File: config.mk
export PLATFORM = sky130hd
export DESIGN_NAME = decode_stage_flat
export DESIGN_NICKNAME = d
export VERILOG_FILES = /design/src/rtl/decode_stage_if.sv /design/src/rtl/decode_stage.sv /design/src/flat_wrapper.sv
export SDC_FILE = /design/constraint.sdc
export NUM_CORES = 1
export LEC_CHECK = 0
export BUFFER_PORTS_ARGS = -buffer_cell sky130_fd_sc_hd__buf_4
export CORE_AREA = 5 5 188 190
export CTS_BUF_LIST = sky130_fd_sc_hd__clkbuf_2 sky130_fd_sc_hd__clkbuf_4 sky130_fd_sc_hd__clkbuf_8
export DETAILED_ROUTE_END_ITERATION = 16
export DIE_AREA = 0 0 193 195
export GPL_ROUTABILITY_DRIVEN = 0
export PLACE_DENSITY_LB_ADDON = 0.25
export SYNTH_ARGS = -nofsm -noshare
export SYNTH_HDL_FRONTEND = slang
export SYNTH_SLANG_ARGS = --single-unit
File: constraint.sdc
create_clock -name clk -period 2.4 [get_ports clk]
set_input_delay 0.48 -clock clk [delete_from_list [all_inputs] [get_ports clk]]
set_output_delay 0.48 -clock clk [all_outputs]
set_load 0.005 [all_outputs]
File: src/rtl/decode_stage_if.sv
// Fetch-to-execute bus around the decode stage: raw instruction in, control bundle out.
// slave is the decode stage's view; master is the surrounding fetch/execute environment.
interface decode_stage_if #(
  parameter int XLEN = 32,
  parameter int PC_W = 32
);
  logic            in_valid;
  logic            in_ready;
  logic [31:0]     in_ins;
  logic [PC_W-1:0] in_pc;
  logic            out_valid;
  logic            out_ready;
  logic [PC_W-1:0] out_pc;
  logic [1:0]      pcsel;
  logic            alu1sel;
  logic            alu2sel;
  logic [1:0]      wbsel;
  logic            regwrite;
  logic            memread;
  logic            memwrite;
  logic [2:0]      funct3;
  logic            funct7b5;
  logic [4:0]      rs1;
  logic [4:0]      rs2;
  logic [4:0]      rd;
  logic [XLEN-1:0] imm;
  logic            illegal;

  modport master (
    output in_valid, in_ins, in_pc, out_ready,
    input  in_ready, out_valid, out_pc, pcsel, alu1sel, alu2sel, wbsel,
           regwrite, memread, memwrite, funct3, funct7b5, rs1, rs2, rd, imm, illegal
  );

  modport slave (
    input  in_valid, in_ins, in_pc, out_ready,
    output in_ready, out_valid, out_pc, pcsel, alu1sel, alu2sel, wbsel,
           regwrite, memread, memwrite, funct3, funct7b5, rs1, rs2, rd, imm, illegal
  );
endinterface

File: src/rtl/decode_stage.sv
// Registered RV32I decode stage: turns fetched instructions into an execute control bundle,
// buffered by an output register plus one skid entry so in_ready never sees out_ready combinationally.
module decode_stage #(
  parameter int XLEN      = 32,
  parameter int PC_W      = 32,
  parameter bit CSR_LEGAL = 1'b0
) (
  input  logic          clk,
  input  logic          rst_n,
  input  logic          flush,
  decode_stage_if.slave bus
);
  localparam logic [6:0] OP_R      = 7'b0110011;
  localparam logic [6:0] OP_I      = 7'b0010011;
  localparam logic [6:0] OP_LOAD   = 7'b0000011;
  localparam logic [6:0] OP_STORE  = 7'b0100011;
  localparam logic [6:0] OP_BRANCH = 7'b1100011;
  localparam logic [6:0] OP_JAL    = 7'b1101111;
  localparam logic [6:0] OP_JALR   = 7'b1100111;
  localparam logic [6:0] OP_LUI    = 7'b0110111;
  localparam logic [6:0] OP_AUIPC  = 7'b0010111;
  localparam logic [6:0] OP_FENCE  = 7'b0001111;
  localparam logic [6:0] OP_SYSTEM = 7'b1110011;

  typedef struct packed {
    logic [PC_W-1:0] pc;
    logic [1:0]      pcsel;
    logic            alu1sel;
    logic            alu2sel;
    logic [1:0]      wbsel;
    logic            regwrite;
    logic            memread;
    logic            memwrite;
    logic [2:0]      funct3;
    logic            funct7b5;
    logic [4:0]      rs1;
    logic [4:0]      rs2;
    logic [4:0]      rd;
    logic [XLEN-1:0] imm;
    logic            illegal;
  } bundle_t;

  function automatic logic [XLEN-1:0] sext32(input logic signed [31:0] v);
    return XLEN'(v);
  endfunction

  logic [31:0] ins;
  logic [6:0]  opc;
  logic [6:0]  f7;
  logic [2:0]  f3;
  logic        ill;
  logic        accept;
  bundle_t     dec;

  assign ins = bus.in_ins;
  assign opc = ins[6:0];
  assign f7  = ins[31:25];
  assign f3  = ins[14:12];

  // Stage p0: combinational decode of the instruction presented by fetch
  always_comb begin
    dec          = '0;
    ill          = 1'b0;
    dec.pc       = bus.in_pc;
    dec.funct3   = f3;
    dec.funct7b5 = ins[30];
    case (opc)
      OP_R: begin
        dec.rs1 = ins[19:15]; dec.rs2 = ins[24:20]; dec.rd = ins[11:7];
        dec.regwrite = 1'b1;
        ill = !((f7 == 7'b0) || (f7 == 7'b0100000 && (f3 == 3'b000 || f3 == 3'b101)));
      end
      OP_I: begin
        dec.rs1 = ins[19:15]; dec.rd = ins[11:7];
        dec.imm = sext32({{20{ins[31]}}, ins[31:20]});
        dec.alu2sel = 1'b1; dec.regwrite = 1'b1;
        if (f3 == 3'b001)      ill = (f7 != 7'b0);
        else if (f3 == 3'b101) ill = !(f7 == 7'b0 || f7 == 7'b0100000);
      end
      OP_LOAD: begin
        dec.rs1 = ins[19:15]; dec.rd = ins[11:7];
        dec.imm = sext32({{20{ins[31]}}, ins[31:20]});
        dec.alu2sel = 1'b1; dec.memread = 1'b1; dec.wbsel = 2'd1; dec.regwrite = 1'b1;
      end
      OP_STORE: begin
        dec.rs1 = ins[19:15]; dec.rs2 = ins[24:20];
        dec.imm = sext32({{20{ins[31]}}, ins[31:25], ins[11:7]});
        dec.memwrite = 1'b1;
      end
      OP_BRANCH: begin
        dec.rs1 = ins[19:15]; dec.rs2 = ins[24:20];
        dec.imm = sext32({{19{ins[31]}}, ins[31], ins[7], ins[30:25], ins[11:8], 1'b0});
        dec.pcsel = 2'd3;
      end
      OP_JAL: begin
        dec.rd = ins[11:7];
        dec.imm = sext32({{11{ins[31]}}, ins[31], ins[19:12], ins[20], ins[30:21], 1'b0});
        dec.pcsel = 2'd1; dec.wbsel = 2'd2; dec.regwrite = 1'b1;
      end
      OP_JALR: begin
        dec.rs1 = ins[19:15]; dec.rd = ins[11:7];
        dec.imm = sext32({{20{ins[31]}}, ins[31:20]});
        dec.pcsel = 2'd2; dec.wbsel = 2'd2; dec.regwrite = 1'b1;
        ill = (f3 != 3'b000);
      end
      OP_LUI, OP_AUIPC: begin
        dec.rd = ins[11:7];
        dec.imm = sext32({ins[31:12], 12'b0});
        dec.alu1sel = (opc == OP_AUIPC); dec.alu2sel = 1'b1; dec.regwrite = 1'b1;
      end
      OP_FENCE, OP_SYSTEM: ill = !CSR_LEGAL;
      default: ill = 1'b1;
    endcase
    if (ins[1:0] != 2'b11) ill = 1'b1;
    if (dec.rd == 5'd0) dec.regwrite = 1'b0;
    // Illegal instructions still flow through, but with every side effect stripped
    if (ill) begin
      dec          = '0;
      dec.pc       = bus.in_pc;
      dec.funct3   = f3;
      dec.funct7b5 = ins[30];
      dec.illegal  = 1'b1;
    end
  end

  logic    vld_p1;
  logic    skid_vld_p1;
  bundle_t bnd_p1;
  bundle_t skid_p1;

  assign accept = bus.in_valid && !skid_vld_p1 && !flush;

  // Stage p1: output register with a one-entry skid behind it; skid always drains first
  always_ff @(posedge clk or negedge rst_n) begin
    if (!rst_n) begin
      vld_p1      <= 1'b0;
      skid_vld_p1 <= 1'b0;
      bnd_p1      <= '0;
      skid_p1     <= '0;
    end else if (flush) begin
      vld_p1      <= 1'b0;
      skid_vld_p1 <= 1'b0;
    end else if (!vld_p1 || bus.out_ready) begin
      if (skid_vld_p1) begin
        bnd_p1      <= skid_p1;
        vld_p1      <= 1'b1;
        skid_vld_p1 <= 1'b0;
      end else begin
        vld_p1 <= accept;
        if (accept) bnd_p1 <= dec;
      end
    end else if (accept) begin
      skid_p1     <= dec;
      skid_vld_p1 <= 1'b1;
    end
  end

  assign bus.in_ready  = ~skid_vld_p1;
  assign bus.out_valid = vld_p1;
  assign bus.out_pc    = bnd_p1.pc;
  assign bus.pcsel     = bnd_p1.pcsel;
  assign bus.alu1sel   = bnd_p1.alu1sel;
  assign bus.alu2sel   = bnd_p1.alu2sel;
  assign bus.wbsel     = bnd_p1.wbsel;
  assign bus.regwrite  = bnd_p1.regwrite;
  assign bus.memread   = bnd_p1.memread;
  assign bus.memwrite  = bnd_p1.memwrite;
  assign bus.funct3    = bnd_p1.funct3;
  assign bus.funct7b5  = bnd_p1.funct7b5;
  assign bus.rs1       = bnd_p1.rs1;
  assign bus.rs2       = bnd_p1.rs2;
  assign bus.rd        = bnd_p1.rd;
  assign bus.imm       = bnd_p1.imm;
  assign bus.illegal   = bnd_p1.illegal;
endmodule

File: src/flat_wrapper.sv
// flat-port wrapper written by rule: the top's interface ports become plain ports
module decode_stage_flat 
#(
  parameter int XLEN      = 32,
  parameter int PC_W      = 32,
  parameter bit CSR_LEGAL = 1'b0
)
  (clk, rst_n, flush, bus_in_valid, bus_in_ins, bus_in_pc, bus_out_ready, bus_in_ready, bus_out_valid, bus_out_pc, bus_pcsel, bus_alu1sel, bus_alu2sel, bus_wbsel, bus_regwrite, bus_memread, bus_memwrite, bus_funct3, bus_funct7b5, bus_rs1, bus_rs2, bus_rd, bus_imm, bus_illegal);
  decode_stage_if #(.XLEN(XLEN), .PC_W(PC_W)) bus_i ();
  input  logic clk;
  input  logic rst_n;
  input  logic flush;
  input wire logic [$bits(bus_i.in_valid)-1:0] bus_in_valid;
  input wire logic [$bits(bus_i.in_ins)-1:0] bus_in_ins;
  input wire logic [$bits(bus_i.in_pc)-1:0] bus_in_pc;
  input wire logic [$bits(bus_i.out_ready)-1:0] bus_out_ready;
  output wire logic [$bits(bus_i.in_ready)-1:0] bus_in_ready;
  output wire logic [$bits(bus_i.out_valid)-1:0] bus_out_valid;
  output wire logic [$bits(bus_i.out_pc)-1:0] bus_out_pc;
  output wire logic [$bits(bus_i.pcsel)-1:0] bus_pcsel;
  output wire logic [$bits(bus_i.alu1sel)-1:0] bus_alu1sel;
  output wire logic [$bits(bus_i.alu2sel)-1:0] bus_alu2sel;
  output wire logic [$bits(bus_i.wbsel)-1:0] bus_wbsel;
  output wire logic [$bits(bus_i.regwrite)-1:0] bus_regwrite;
  output wire logic [$bits(bus_i.memread)-1:0] bus_memread;
  output wire logic [$bits(bus_i.memwrite)-1:0] bus_memwrite;
  output wire logic [$bits(bus_i.funct3)-1:0] bus_funct3;
  output wire logic [$bits(bus_i.funct7b5)-1:0] bus_funct7b5;
  output wire logic [$bits(bus_i.rs1)-1:0] bus_rs1;
  output wire logic [$bits(bus_i.rs2)-1:0] bus_rs2;
  output wire logic [$bits(bus_i.rd)-1:0] bus_rd;
  output wire logic [$bits(bus_i.imm)-1:0] bus_imm;
  output wire logic [$bits(bus_i.illegal)-1:0] bus_illegal;
  assign bus_i.in_valid = bus_in_valid;
  assign bus_i.in_ins = bus_in_ins;
  assign bus_i.in_pc = bus_in_pc;
  assign bus_i.out_ready = bus_out_ready;
  assign bus_in_ready = bus_i.in_ready;
  assign bus_out_valid = bus_i.out_valid;
  assign bus_out_pc = bus_i.out_pc;
  assign bus_pcsel = bus_i.pcsel;
  assign bus_alu1sel = bus_i.alu1sel;
  assign bus_alu2sel = bus_i.alu2sel;
  assign bus_wbsel = bus_i.wbsel;
  assign bus_regwrite = bus_i.regwrite;
  assign bus_memread = bus_i.memread;
  assign bus_memwrite = bus_i.memwrite;
  assign bus_funct3 = bus_i.funct3;
  assign bus_funct7b5 = bus_i.funct7b5;
  assign bus_rs1 = bus_i.rs1;
  assign bus_rs2 = bus_i.rs2;
  assign bus_rd = bus_i.rd;
  assign bus_imm = bus_i.imm;
  assign bus_illegal = bus_i.illegal;
  decode_stage #(.XLEN(XLEN), .PC_W(PC_W), .CSR_LEGAL(CSR_LEGAL)) u_core (.clk(clk), .rst_n(rst_n), .flush(flush), .bus(bus_i));
endmodule
======== Yosys cells after proc, flatten, opt, wreduce, memory -nomap -nowiden ========
Cells that the tools add are included.
storage, ports and cells
  register bits after elaboration ......... 188
  input port bits ......................... 69
  output and inout port bits .............. 95
  word-level logic and storage cells ...... 103
operators by class
  equal/unequal tests ..................... 13
  multiplexer cells ....................... 25
  bitwise logic cells ..................... 3
  reduce and logical (&&, ||, !) cells .... 30
operators by type and width
  operator                                                               number
  93-bit two-way mux                                                     2
  32-bit one-hot mux with 5 select lines                                 1
  61-bit two-way mux                                                     1
  7-bit by 6-bit equality test with 1-bit output, second input constant  4
  7-bit equality test, second input constant                             3
  1-bit two-way mux                                                      15
  5-bit two-way mux                                                      3
  7-bit by 5-bit equality test with 1-bit output, second input constant  2
  6-bit OR reduction                                                     2
  7-bit by 2-bit equality test with 1-bit output, second input constant  1
  7-bit zero test                                                        1
  7-bit nonzero test                                                     1
  7-bit OR reduction                                                     1
  2-bit one-hot mux with 3 select lines                                  1
  3-bit AND reduction                                                    2
  3-bit nonzero test                                                     2
  3-bit OR reduction                                                     2
  1-bit zero test                                                        5
  5-bit zero test                                                        1
  1-bit logical OR                                                       4
  1-bit one-hot mux with 4 select lines                                  1
  2-bit one-hot mux with 2 select lines                                  1
  2-bit nonzero test                                                     2
  2-bit OR reduction                                                     2
  7 further kinds                                                        11

======== Logic depth before layout (Yosys ltp) ========
  depth in word-level cells ............... 10
  mapped depth ............................ 8
  mapped depth without buffers ............ 5

======== Worst setup path before layout ========
No wires, ideal clock.
  kind .................................... in2reg
  from .................................... in bus_in_ins[26]
  to ...................................... reg u_core.bnd_p1 (netlist bit u_core.bus.pcsel[1])
  setup time .............................. 92 ps
  data arrival time ....................... 2,013 ps
  required time ........................... 2,308 ps
  slack ................................... 295 ps
  cell stages on the path ................. 5
  path buffers ............................ 0
  cells stage by stage .................... or4_4 -> a2111oi_4 -> o21bai_2 -> or3_4 -> o31ai_2
between the ends
  cells in the longest elaborated chain, start to end .. 10
  elaborated cells on any way between the ends .. 15
  classes of those cells .................. eq/ne (1); mux (7); reduce/logical (7)
ends and longest elaborated chain
  what                                                                               RTL line                                RTL
  start, declared                                                                    flat_wrapper.sv:14                      input wire logic [$bits(bus_i.in_ins)-1:0] bus_in_ins;
  7-bit by 6-bit equality test with 1-bit output or 7-bit zero test (tied branches)  decode_stage.sv:71, decode_stage.sv:78
  1-bit logical OR                                                                   decode_stage.sv:78                      else if (f3 == 3'b101) ill = !(f7 == 7'b0 || f7 == 7'b0100000);
  1-bit zero test                                                                    decode_stage.sv:78
  1-bit two-way mux                                                                  decode_stage.sv:78
  1-bit two-way mux                                                                  decode_stage.sv:77                      if (f3 == 3'b001) ill = (f7 != 7'b0);
  1-bit one-hot mux with 4 select lines (*)                                          decode_stage.sv:67                      case (opc)
  1-bit two-way mux (*)                                                              decode_stage.sv:114                     if (ins[1:0] != 2'b11) ill = 1'b1;
  61-bit two-way mux (*)                                                             decode_stage.sv:117                     if (ill) begin
  93-bit two-way mux (*)                                                             decode_stage.sv:150                     if (accept) bnd_p1 <= dec;
  93-bit two-way mux (*)                                                             decode_stage.sv:144                     if (skid_vld_p1) begin
  end signal, assigned                                                               decode_stage.sv:145                     bnd_p1 <= skid_p1;
  end, declared                                                                      decode_stage.sv:128                     bundle_t bnd_p1;
Every way passes the cells marked *; elsewhere a longest branch is shown, timed or not. The select of a mux whose other input is x is not followed.
A chain may end at the register's enable or synchronous reset.

======== Worst setup path after layout ========
  from .................................... reg u_core.skid_vld_p1
  to ...................................... reg u_core.skid_p1[44] (netlist bit)
between the ends
  cells in the longest elaborated chain, start to end .. 4
ends and longest elaborated chain
  what                             RTL line             RTL
  start, declared                  decode_stage.sv:127  logic skid_vld_p1;
  start signal, assigned           decode_stage.sv:137  skid_vld_p1 <= 1'b0;
  start signal, assigned           decode_stage.sv:142  skid_vld_p1 <= 1'b0;
  start signal, assigned           decode_stage.sv:147  skid_vld_p1 <= 1'b0;
  1-bit zero test                  decode_stage.sv:131  assign accept = bus.in_valid && !skid_vld_p1 && !flush;
  1-bit logical AND (2 in series)  decode_stage.sv:131
  3-bit AND reduction (no line)    --
  end signal, assigned             decode_stage.sv:139  skid_p1 <= '0;
  end signal, assigned             decode_stage.sv:153  skid_p1 <= dec;
  end, declared                    decode_stage.sv:129  bundle_t skid_p1;
No other way between the ends.

==> run_results.csv <==
group,metric,value,unit
critical_path,path_cells,"nor3b_1 > and2_2 > o21ai_0 > nor2_1 > buf_4 > a32o_1",
global_route,grt_pass1_vias,7072,
yosys,synth_area_per_cell,9.613,µm²
critical_path,cp_slowest_cell,"dfrtp_4",
die,io_pins,164,
global_route,antenna_found_initial,1,
route,routed_wl,26840,µm
clock_network,cts_hold_buf,1,
critical_path,worstPathArrival,2520,ps
yosys,ys_async_sr_fraction,100.0,%
min_path,hp-class,"in2reg",
route,drc,0,
critical_path,cp-end-kind,"register",
critical_path,slowest_delay,570,ps
placement,hpwlAfterDp,18770,µm
pwr,swShare,28.69,%
die,core,33280,µm²
sta,worstMarginPinSlew,772.1,ps
cells_and_area,area_delta_synth_final,28.75,%
critical_path,path_delay_family,"simple AND/OR/NAND/NOR gates",
yosys,synth_area,8248,µm²
pwr,ir_drop,335.1,µV
yosys,synth_seq_cells,188,
clock_network,cts_resized,0,
yosys,synth_cells,858,
route,dr.first_iter.drc_count,474,
global_route,met2_usage,21.49,%
clock_network,ctsLongestPathBuffers,2,
job,drv_cap,0,
sta,finalSetupTns,0,ps
sta,finalHoldViolCount,0,
critical_path,worstSetupPathType,"reg2reg",
clock_network,htree_levels,4,
placement,dp_slack,-3.711,ps
route,routedWlPerCell,18.08,µm
clock_network,cts_tree,"built",
sta,period_minus_slack,2116,ps
sta,setup_viol,0,
die,num_rows,67,
pwr,clock_power_share,31.7,%
global_route,grt_most_used_layer,"met2",
cells_and_area,antenna_cells,0,
route,drt_first_pass_iters,5,
pwr,leakage,4.968,nW
cells_and_area,regArea,4708,µm²
global_route,grt_pass1_wl,41610,µm
sta,worst_slack,284.0,ps
critical_path,crit_buf_inv,1,
critical_path,path_max_fanout,11,
die,start_util,24.78,%
global_route,grt_max_degree,60,
yosys,synth_edf_count,0,
sta,holdWs,197.3,ps
yosys,synth_top_area_cell,"dfrtp_1",
yosys,synth-warning-count,0,
yosys,yosysTopAreaCellShare,57.04,%
die,die_w,193,µm
cells_and_area,final_cell_mix,"nand2_1 (215), buf_4 (202), dfrtp_1 (187)",
pwr,power.density,655.3,nW/µm²
yosys,synth-main-ff-cell,"dfrtp_1",
pwr,p_comb_share,15.3,%
die,die_area,37640,µm²
pwr,p_switching,0.001997,W
route,postRouteAntennaNets,0,
cells_and_area,nets,1093,
placement,port_buffers,163,
cells_and_area,drive_gt1_share,24.69,%
clock_network,clkSinkCount,188,
pwr,finalPower,0.006959,W
sta,fmax,472.6,MHz
pwr,internal-power,0.004962,W
critical_path,start_kind,"register",
yosys,ys_seq_area_share,57.04,%
sta,maxSlewViolCount,0,
yosys,ys_types,51,
cells_and_area,fin_util,31.91,%
clock_network,cts_setup_buffers,0,
cells_and_area,nFillCells,3479,
run_status,status,"completed",
yosys,synth_nets,927,
route,routed_via_density,4.689,
clock_network,clock_latency,480,ps
sta,finalCritPeriodShare,88.17,%
cells_and_area,multiInputGateArea,3296,µm²
pwr,p_seq_share,53.0,%
sta,relSlewSlack,48.53,%
clock_network,cts_root_buf,"clkbuf_8",
sta,rsz0062_at_grt,"false",
cells_and_area,final_common_cell,"nand2_1",
route,route.vias.total,6963,
global_route,overflow,0,
global_route,met1_usage,20.71,%
global_route,use_met3,3.196,%
clock_network,clk_pin_slew,120,ps
clock_network,cts_buffers,17,
die,die_y,195,µm
critical_path,worstPathRequired,2800,ps
sta,skew,20.11,ps
yosys,synth_area_leaders,"dfrtp_1 (57%), nand2_1 (9.8%), o21ai_0 (5.6%)",
global_route,track_usage,14.12,%
[worst paths after layout]
| kind | to | slack (ps) | startpoint | cells after the start |
|---|---|---|---|---|
| min | u_core.skid_p1[61] | 200 | bus_in_pc[0] | 3 |
| max reg2reg | u_core.skid_p1[44] | 280 | u_core.skid_vld_p1 | 6 |
| max in group asynchronous | u_core.skid_p1[92] | 1160 | rst_n | 3 |
| min reg2reg | u_core.skid_p1[60] | 480 | u_core.skid_p1[60] | 2 |
| max | u_core.skid_p1[44] | 280 | u_core.skid_vld_p1 | 6 |
| min in group asynchronous | u_core.skid_p1[87] | 540 | rst_n | 2 |
[power groups by stage]
stage | logic [W] | registers [W] | clock network (W)
after global placement | 0.00107 | 0.00374 | 0
after global routing | 0.00121 | 0.00373 | 0.00240
after CTS | 0.00109 | 0.00369 | 0.00228
after floorplan | 0.000420 | 0.00371 | 0
after detailed placement | 0.00108 | 0.00375 | 0
final | 0.00106 | 0.00369 | 0.00221
[worst reg2reg max path, stage by stage (launching register included)]
cell and delay [ps]:
dfrtp_4 570, nor3b_1 420, and2_2 340, o21ai_0 130
nor2_1 190, buf_4 230, a32o_1 190
[synthesized netlist by cell type, types with 2 or more instances]
cell      instances
a21o_1            2
a21oi_1          69
a221o_1          10
a22o_1            5
a22oi_1           5
a32o_1           11
and2_1            5
and3_1           23
and3b_1           2
buf_1             5
buf_2             6
buf_6             2
clkbuf_1         49
dfrtp_1         188
inv_1             3
mux2i_1          37
nand2_1         216
nand2b_1          4
nand3_1           3
nand4b_1          2
nor2_1           39
nor2b_1           6
nor3_1           12
nor3b_1           3
o21ai_0          93
o22ai_1          29
o31ai_1           5
[flip-flops by register name (all words and copies together), names as in the netlist, 2 cells and up]
register,flops
u_core.bus.funct3,3
u_core.bus.rs2,5
u_core.bus.wbsel,2
u_core.bus.out_pc,32
u_core.bus.imm,32
u_core.bus.rd,5
u_core.bus.pcsel,2
u_core.bus.rs1,5
u_core.skid_p1,93
[metal layers]
metal | up-vias | part of all wire (%) | wire length [µm]
li1 | 3319 | - | -
met1 | 3418 | 48 | 12840
met2 | 208 | 45 | 12100
met3 | 16 | 6.4 | 1711
met4 | 2 | 0.64 | 173
met5 | - | 0.048 | 13
[layout make-up]
type / count / area share [%]
sequential: 188 / 44.34
multi-input combinational: 605 / 31.04
timing repair buffer: 209 / 15.45
tap: 448 / 5.279
clock buffer: 18 / 2.274
clock inverter: 14 / 1.520
inverter: 3 / 0.1060
[cells by family after synthesis]
| group | count (synthesis) | share of synthesized area (%) |
|---|---|---|
| compound gates | 242 | 17.92 |
| xor+xnor | 1 | 0.1062 |
| buf+inv | 65 | 3.231 |
| flops | 188 | 57.04 |
| mux | 38 | 4.627 |
| simple gates | 324 | 17.08 |
[metrics by stage]
stage                     instances  cell area, µm²
after floorplan                 858            8248
after global placement         1452           10210
after detailed placement       1452           10210
after CTS                      1485           10620
after global routing           1485           10620
final                          1485           10620
No activity file was read; power rests on OpenSTA's default activity.
